`src/rtl/pipe_reg.sv`:
```
// -----------------------------------------------------------------------------
// pipe_reg
//
// Depth-stage valid/ready pipeline register with bubble collapse. Every stage
// holds a valid bit and a data register. A stage advances whenever some stage
// at or downstream of it is empty, or the consumer is taking the last stage.
// Empty slots are therefore squeezed out while the output is stalled, and a
// full pipe streams one item per cycle when the consumer is ready.
//
// Parameters
//   DataWidth  payload width in bits (>= 1)
//   Depth      number of register stages (>= 1)
//   ResetVal   value loaded into every data register on reset or flush
//
// Ports
//   clk_i      clock, all state updates on the rising edge
//   rst_ni     asynchronous active-low reset
//   flush_i    synchronous clear of every stage; input offered that cycle is dropped
//   valid_i    upstream payload valid
//   ready_o    block accepts a payload this cycle
//   d_i        upstream payload
//   valid_o    valid bit of the last stage
//   ready_i    downstream accepts the last stage this cycle
//   q_o        data register of the last stage
//   count_o    number of occupied stages (0 .. Depth)
// -----------------------------------------------------------------------------
module pipe_reg #(
  parameter int unsigned          DataWidth = 32,
  parameter int unsigned          Depth     = 2,
  parameter logic [DataWidth-1:0] ResetVal  = '0
) (
  input  logic                         clk_i,
  input  logic                         rst_ni,
  input  logic                         flush_i,
  input  logic                         valid_i,
  output logic                         ready_o,
  input  logic [DataWidth-1:0]         d_i,
  output logic                         valid_o,
  input  logic                         ready_i,
  output logic [DataWidth-1:0]         q_o,
  output logic [$clog2(Depth+1)-1:0]   count_o
);

  localparam int unsigned CountWidth = $clog2(Depth + 1);

  // Stage state: v_q[k] / data_q[k], stage 0 on the input side.
  logic [Depth-1:0]     v_q;
  logic [DataWidth-1:0] data_q [Depth];

  // rdy[k] high means stage k loads from its upstream neighbour this cycle.
  // ready_i is the terminal term of the chain beyond the last stage.
  logic [Depth-1:0]     rdy;

  // Upstream source for each stage: stage k-1, or the input port for stage 0.
  logic [Depth-1:0]     v_prev;
  logic [DataWidth-1:0] data_prev [Depth];

  logic [CountWidth-1:0] count;

  // ---------------------------------------------------------------------------
  // Readiness chain, evaluated from the output side back to the input.
  // A stage can move when it is empty or when everything ahead of it moves;
  // equivalently, when ready_i is high or any stage at or after it is empty.
  // Carrying that "any slot free" term in a local accumulator keeps the chain
  // free of combinational self-references on the rdy vector.
  // ---------------------------------------------------------------------------
  always_comb begin : ready_chain
    logic slot_free;
    // NOTE: every variable written here gets a default first so no path
    // leaves it unassigned; otherwise synthesis infers a latch.
    rdy       = '0;
    slot_free = ready_i;
    for (int k = int'(Depth) - 1; k >= 0; k--) begin
      slot_free = slot_free | ~v_q[k];
      rdy[k]    = slot_free;
    end
  end

  // ---------------------------------------------------------------------------
  // Upstream neighbour of each stage.
  // ---------------------------------------------------------------------------
  always_comb begin : prev_select
    v_prev       = '0;
    v_prev[0]    = valid_i;
    data_prev[0] = d_i;
    for (int k = 1; k < int'(Depth); k++) begin
      v_prev[k]    = v_q[k-1];
      data_prev[k] = data_q[k-1];
    end
  end

  // ---------------------------------------------------------------------------
  // Stage registers. Flush outranks any transfer. A ready stage copies its
  // neighbour unconditionally, including an invalid one: that is how a bubble
  // travels downstream and how a departing item leaves its slot empty.
  // ---------------------------------------------------------------------------
  always_ff @(posedge clk_i or negedge rst_ni) begin : stage_regs
    if (!rst_ni) begin
      // NOTE: the data registers are reset as well as the valid bits, so q_o
      // reads ResetVal rather than stale payload whenever the pipe is cleared.
      v_q <= '0;
      for (int k = 0; k < int'(Depth); k++) begin
        data_q[k] <= ResetVal;
      end
    end else if (flush_i) begin
      v_q <= '0;
      for (int k = 0; k < int'(Depth); k++) begin
        data_q[k] <= ResetVal;
      end
    end else begin
      // NOTE: state uses non-blocking assignments so every stage samples its
      // neighbour's pre-edge value; blocking here would ripple one item through
      // the whole pipe in a single cycle.
      for (int k = 0; k < int'(Depth); k++) begin
        if (rdy[k]) begin
          v_q[k]    <= v_prev[k];
          data_q[k] <= data_prev[k];
        end
      end
    end
  end

  // ---------------------------------------------------------------------------
  // Occupancy: population count of the valid bits.
  // ---------------------------------------------------------------------------
  always_comb begin : occupancy
    count = '0;
    for (int k = 0; k < int'(Depth); k++) begin
      count = count + CountWidth'(v_q[k]);
    end
  end

  assign ready_o = rdy[0] & ~flush_i;
  assign valid_o = v_q[Depth-1];
  assign q_o     = data_q[Depth-1];
  assign count_o = count;

  // ---------------------------------------------------------------------------
  // Interface invariants.
  // ---------------------------------------------------------------------------
  // A stalled output keeps its payload until the consumer takes it.
  stall_stable_a : assert property (
    @(posedge clk_i) disable iff (!rst_ni)
    (valid_o && !ready_i && !flush_i) |=> (valid_o && $stable(q_o))
  );

  // Occupancy never exceeds the number of stages.
  count_range_a : assert property (
    @(posedge clk_i) disable iff (!rst_ni)
    (32'(count_o) <= Depth)
  );

endmodule
```
`config.mk`:
```
export PLATFORM = sky130hd
export DESIGN_NAME = pipe_reg
export DESIGN_NICKNAME = d
export VERILOG_FILES = /design/src/rtl/pipe_reg.sv
export SDC_FILE = /design/constraint.sdc
export NUM_CORES = 1
export LEC_CHECK = 0
export ABC_AREA = 1
export CAP_MARGIN = 30
export CORE_UTILIZATION = 50
export CTS_CLUSTER_DIAMETER = 150
export CTS_CLUSTER_SIZE = 16
export DETAILED_ROUTE_END_ITERATION = 8
export DONT_BUFFER_PORTS = 1
export PLACE_DENSITY = 0.72
export SLEW_MARGIN = 40
export SYNTH_ARGS = -nofsm -noshare
export SYNTH_HDL_FRONTEND = slang
export SYNTH_SLANG_ARGS = --single-unit
```
`constraint.sdc`:
```
create_clock -name clk_i -period 1.4 [get_ports clk_i]
set_input_delay 0.14 -clock clk_i [delete_from_list [all_inputs] [get_ports clk_i]]
set_output_delay 0.14 -clock clk_i [all_outputs]
set_load 0.03 [all_outputs]
```
* Word level (Yosys, flattened, before mapping)
Index checks and enable logic that the tools add are counted.
** Word-level totals
- Register bits after elaboration :: 66
- Word-level logic and storage cells :: 19
** Operators by class
- Add/sub/neg operators :: 1
- Mux-type cells :: 6
- Bitwise operators :: 6
- Reductions and logical operators :: 2
** Operators with widths (count)
- $mux W32 :: 2
- $mux W64 :: 1
- $reduce_bool A2 Y1 :: 2
- $not A1 Y1 :: 3
- $add A1 B1 Y2 :: 1
- $mux W1 :: 2
- $mux W2 :: 1
- $or A1 B1 Y1 :: 2
- $and A1 B1 Y1 :: 1

* Depth between registers and ports, before layout
- Depth after elaboration :: 5
- Depth in mapped cells :: 6

* Worst setup path before layout
No wires, ideal clock.
- Path kind :: register -> output
- From :: reg v_q[1]
- To :: out ready_o
- Data arrival time :: 1202 ps
- Required time :: 1260 ps
- Slack :: 58 ps
- Cell stages (with the launch flop) :: 5
- Path buffers :: 1
- Cells stage by stage :: dfrtp_1 > nand3_1 > buf_2 > nand2_1 > inv_1
** On the way
- Word-level cells in the longest chain between the ends :: 4
** Ends and longest elaborated chain
- start: declaration :: RTL line 47 : logic [Depth-1:0] v_q;
- start signal: indexed assignment :: RTL line 116 : v_q[k] <= v_prev[k];
- $not A1 Y1 :: RTL line 74 : slot_free = slot_free | ~v_q[k];
- $or A1 B1 Y1 (2 in series) :: RTL line 74
- $and A1 B1 Y1 :: RTL line 133 : assign ready_o = rdy[0] & ~flush_i;
- end: declaration :: RTL line 36 : output logic ready_o,
No other way between the ends.

* Final worst setup path
- From :: reg v_q[1]
- To :: out count_o[0]
** On the way
- Word-level cells in the longest chain between the ends :: 1
** Ends and longest elaborated chain
- $add A1 B1 Y2 :: RTL line 129 : count = count + CountWidth'(v_q[k]);
- end: declaration :: RTL line 41 : output logic [$clog2(Depth+1)-1:0] count_o
No other way between the ends.

==> impl_metrics.tcl <==
set metrics [dict create \
    avgSynthCellArea_um2 9.20 \
    slew_viol_final 0 \
    clkSinkCount 66 \
    drt-pass1-iter-count 4 \
    grt_pass1_vias 2043 \
    tightest_slew_ps 335 \
    vdd_drop_max_mv 0.666 \
    cts_hold_buffers 34 \
    p_int_uw 3180 \
    rsz0062_at_grt "false" \
    power_frac_seq 0.519 \
    core_um2 5170 \
    cts.htree.levels 3 \
    synth_cell_type_count 14 \
    status "complete, but fails checks" \
    crit_chain "ha_2" \
    ys_ff_latch 66 \
    fillers 436 \
    power.total_uw 4150 \
    worstHoldPathType "input pin to asynchronous set/reset pin" \
    crit_buf_inv 0 \
    io_pins 73 \
    rrSetupSlack_ps 270 \
    holdWs_ps -499 \
    antenna_found_initial 0 \
    fin_util 0.654 \
    start_util 0.525 \
    synthFlopType "dfrtp_1" \
    cts_made_buffers 9 \
    powerDensity_nw_per_um2 1230 \
    port_buffers 0 \
    synth_top_area_cell "dfrtp_1" \
    cp_top_family "flip-flops" \
    via_per_inst 5.23 \
    relSlewSlack 0.776 \
    die_w_um 75.7 \
    drt_iter0_markers 122 \
    ys.warnings.count 0 \
    r2r_cells 5 \
    setup_tns_ps 0 \
    critPathArrivalTime_ps 1200 \
    final_net_count 369 \
    worstPathRequired_ps 1260 \
    ctsRootBufferMaster "clkbuf_8" \
    clock_path_buffers 2 \
    setup.worst_path.end_class "output port" \
    dp_hpwl_um 3670 \
    reg2reg_from "v_q[1]" \
    grt_use_total 0.234 \
    ant_nets 0 \
    max-cap-violations 0 \
    post-route-period-util 0.960 \
    r2r_end "q_o[4]" \
    synth_area_leaders "dfrtp_1 61%, nand3_1 18%, nand2_1 14%, buf_2 2.2%, buf_6 1.7%" \
    synth_edf_count 0 \
    die_h_um 75.7 \
    slowest_stage "dfrtp_1" \
    grt_max_degree 67 \
    cp-start-kind "flip-flop" \
    power.switching_uw 976 \
    crit_type "flip-flop to output port" \
    leakage_uw 0.00177 \
    syn_area_um2 2710 \
    synth_cells 295 \
    wl_per_cell_um 15.1 \
    power_frac_comb 0.076 \
    postCtsSetupRepairBufs 0 \
    synth_top_area_share 0.609 \
    insertion_delay_ps 330 \
    failed_checks "negative hold slack" \
    yosysMostFrequentCell "nand2_1" \
    fin_skew_ps 9.87 \
    post-route-min-period_ps 1340 \
    slowest_delay_ps 440 \
    clkPwrFrac 0.406 \
    async_flop_share 1.00 \
    swShare 0.235 \
    cts_tree "yes" \
    setup_viol 0 \
    drcViolationCount 0 \
    overflow 0 \
    vias 2125 \
    fmax_ghz 0.744 \
    synth_nets 333 \
    core.rowCount 26 \
    layout-drive-gt1-share 0.104 \
    grt_first_pass_wirelength_um 9580 \
    syn_to_final_growth_pct 24.7 \
    antenna_cells 0 \
    dieArea_um2 5730 \
    clkTransAtPathRegs_ps 70 \
    place.gp.congestion 0.741 \
    ys_seq_area_frac 0.609 \
    hold_violations 66 \
    wirelength_um 6150 \
    path_max_fanout 5 \
    synthTopCellsByCount "98 x nand2_1, 97 x nand3_1, 66 x dfrtp_1" \
]
## per-layer routing
metal	part of all wire	GRT usage	up-vias
met5	0	0	-
met4	0.013	0.101	0
met3	0.056	0.0648	7
met2	0.49	0.374	62
met1	0.44	0.301	1017
li1	-	-	1039
## cells by family (layout without fill, tap and decap cells)
group	after synthesis	after routing	share of synthesized area
buffers and inverters	27	68	0.0595
and+or+nand+nor	199	199	0.324
DFF	66	66	0.609
AOI/OAI and AO/OA	2	2	0.00368
adders and majority gates	1	1	0.00461
## worst max path at each step
stage | to | slack [ps] | from | cells past startpoint
5_1_grt | count_o[0] | 8 | v_q[1] | 1
3_3_place_gp | ready_o | 310 | v_q[1] | 3
2_1_floorplan | ready_o | 60 | v_q[1] | 4
3_5_place_dp | ready_o | 280 | v_q[1] | 3
6_report | count_o[0] | 60 | v_q[1] | 1
4_1_cts | count_o[0] | 6 | v_q[1] | 1
## through the flow
step / instances / cell area [µm²] / setup slack [ps]
detailed placement: 356 / 2820 / 279
global placement: 356 / 2820 / 311
global route: 406 / 3380 / 7.94
CTS: 406 / 3380 / 6.07
floorplan: 295 / 2710 / 58.2
finish: 406 / 3380 / 55.5
## layout make-up
class | count | area, µm² | area share
Sequential cell | 66 | 1650 | 0.488
Multi-Input combinational cell | 202 | 908 | 0.268
Inverter | 5 | 18.8 | 0.00555
Timing Repair Buffer | 47 | 500 | 0.148
Clock buffer | 15 | 186 | 0.0551
Clock inverter | 1 | 30.0 | 0.00888
Tap cell | 70 | 87.6 | 0.0259
## state kept, by name (all words and copies together), names as in the netlist
name / flops
v_q: 2
data_prev: 32
q_o: 32
## power by group through the flow
stage	logic, µW	clock network (µW)	registers (µW)
floorplan	181	0	2170
global placement	228	0	2180
detailed placement	236	0	2190
CTS	315	1720	2150
global route	346	1800	2170
finish	314	1680	2150
## placed cells by master (no fill, tap or decap)
cell type	n
a21oi_1	1
buf_12	5
buf_4	8
bufinv_16	1
clkbuf_1	2
clkbuf_8	13
dfrtp_1	66
dlygate4sd3_1	34
ha_2	1
inv_1	3
inv_2	2
nand2_1	98
nand2_2	1
nand3_1	96
nand3_2	1
nor2_2	3
o21ai_1	1
## repair_timing
item                                   CTS  global route
setup endpoints to repair                1             1
endpoints found under the hold margin  100            66
resized for setup                        2             1
Note: power is estimated with default switching activity, not from simulation.
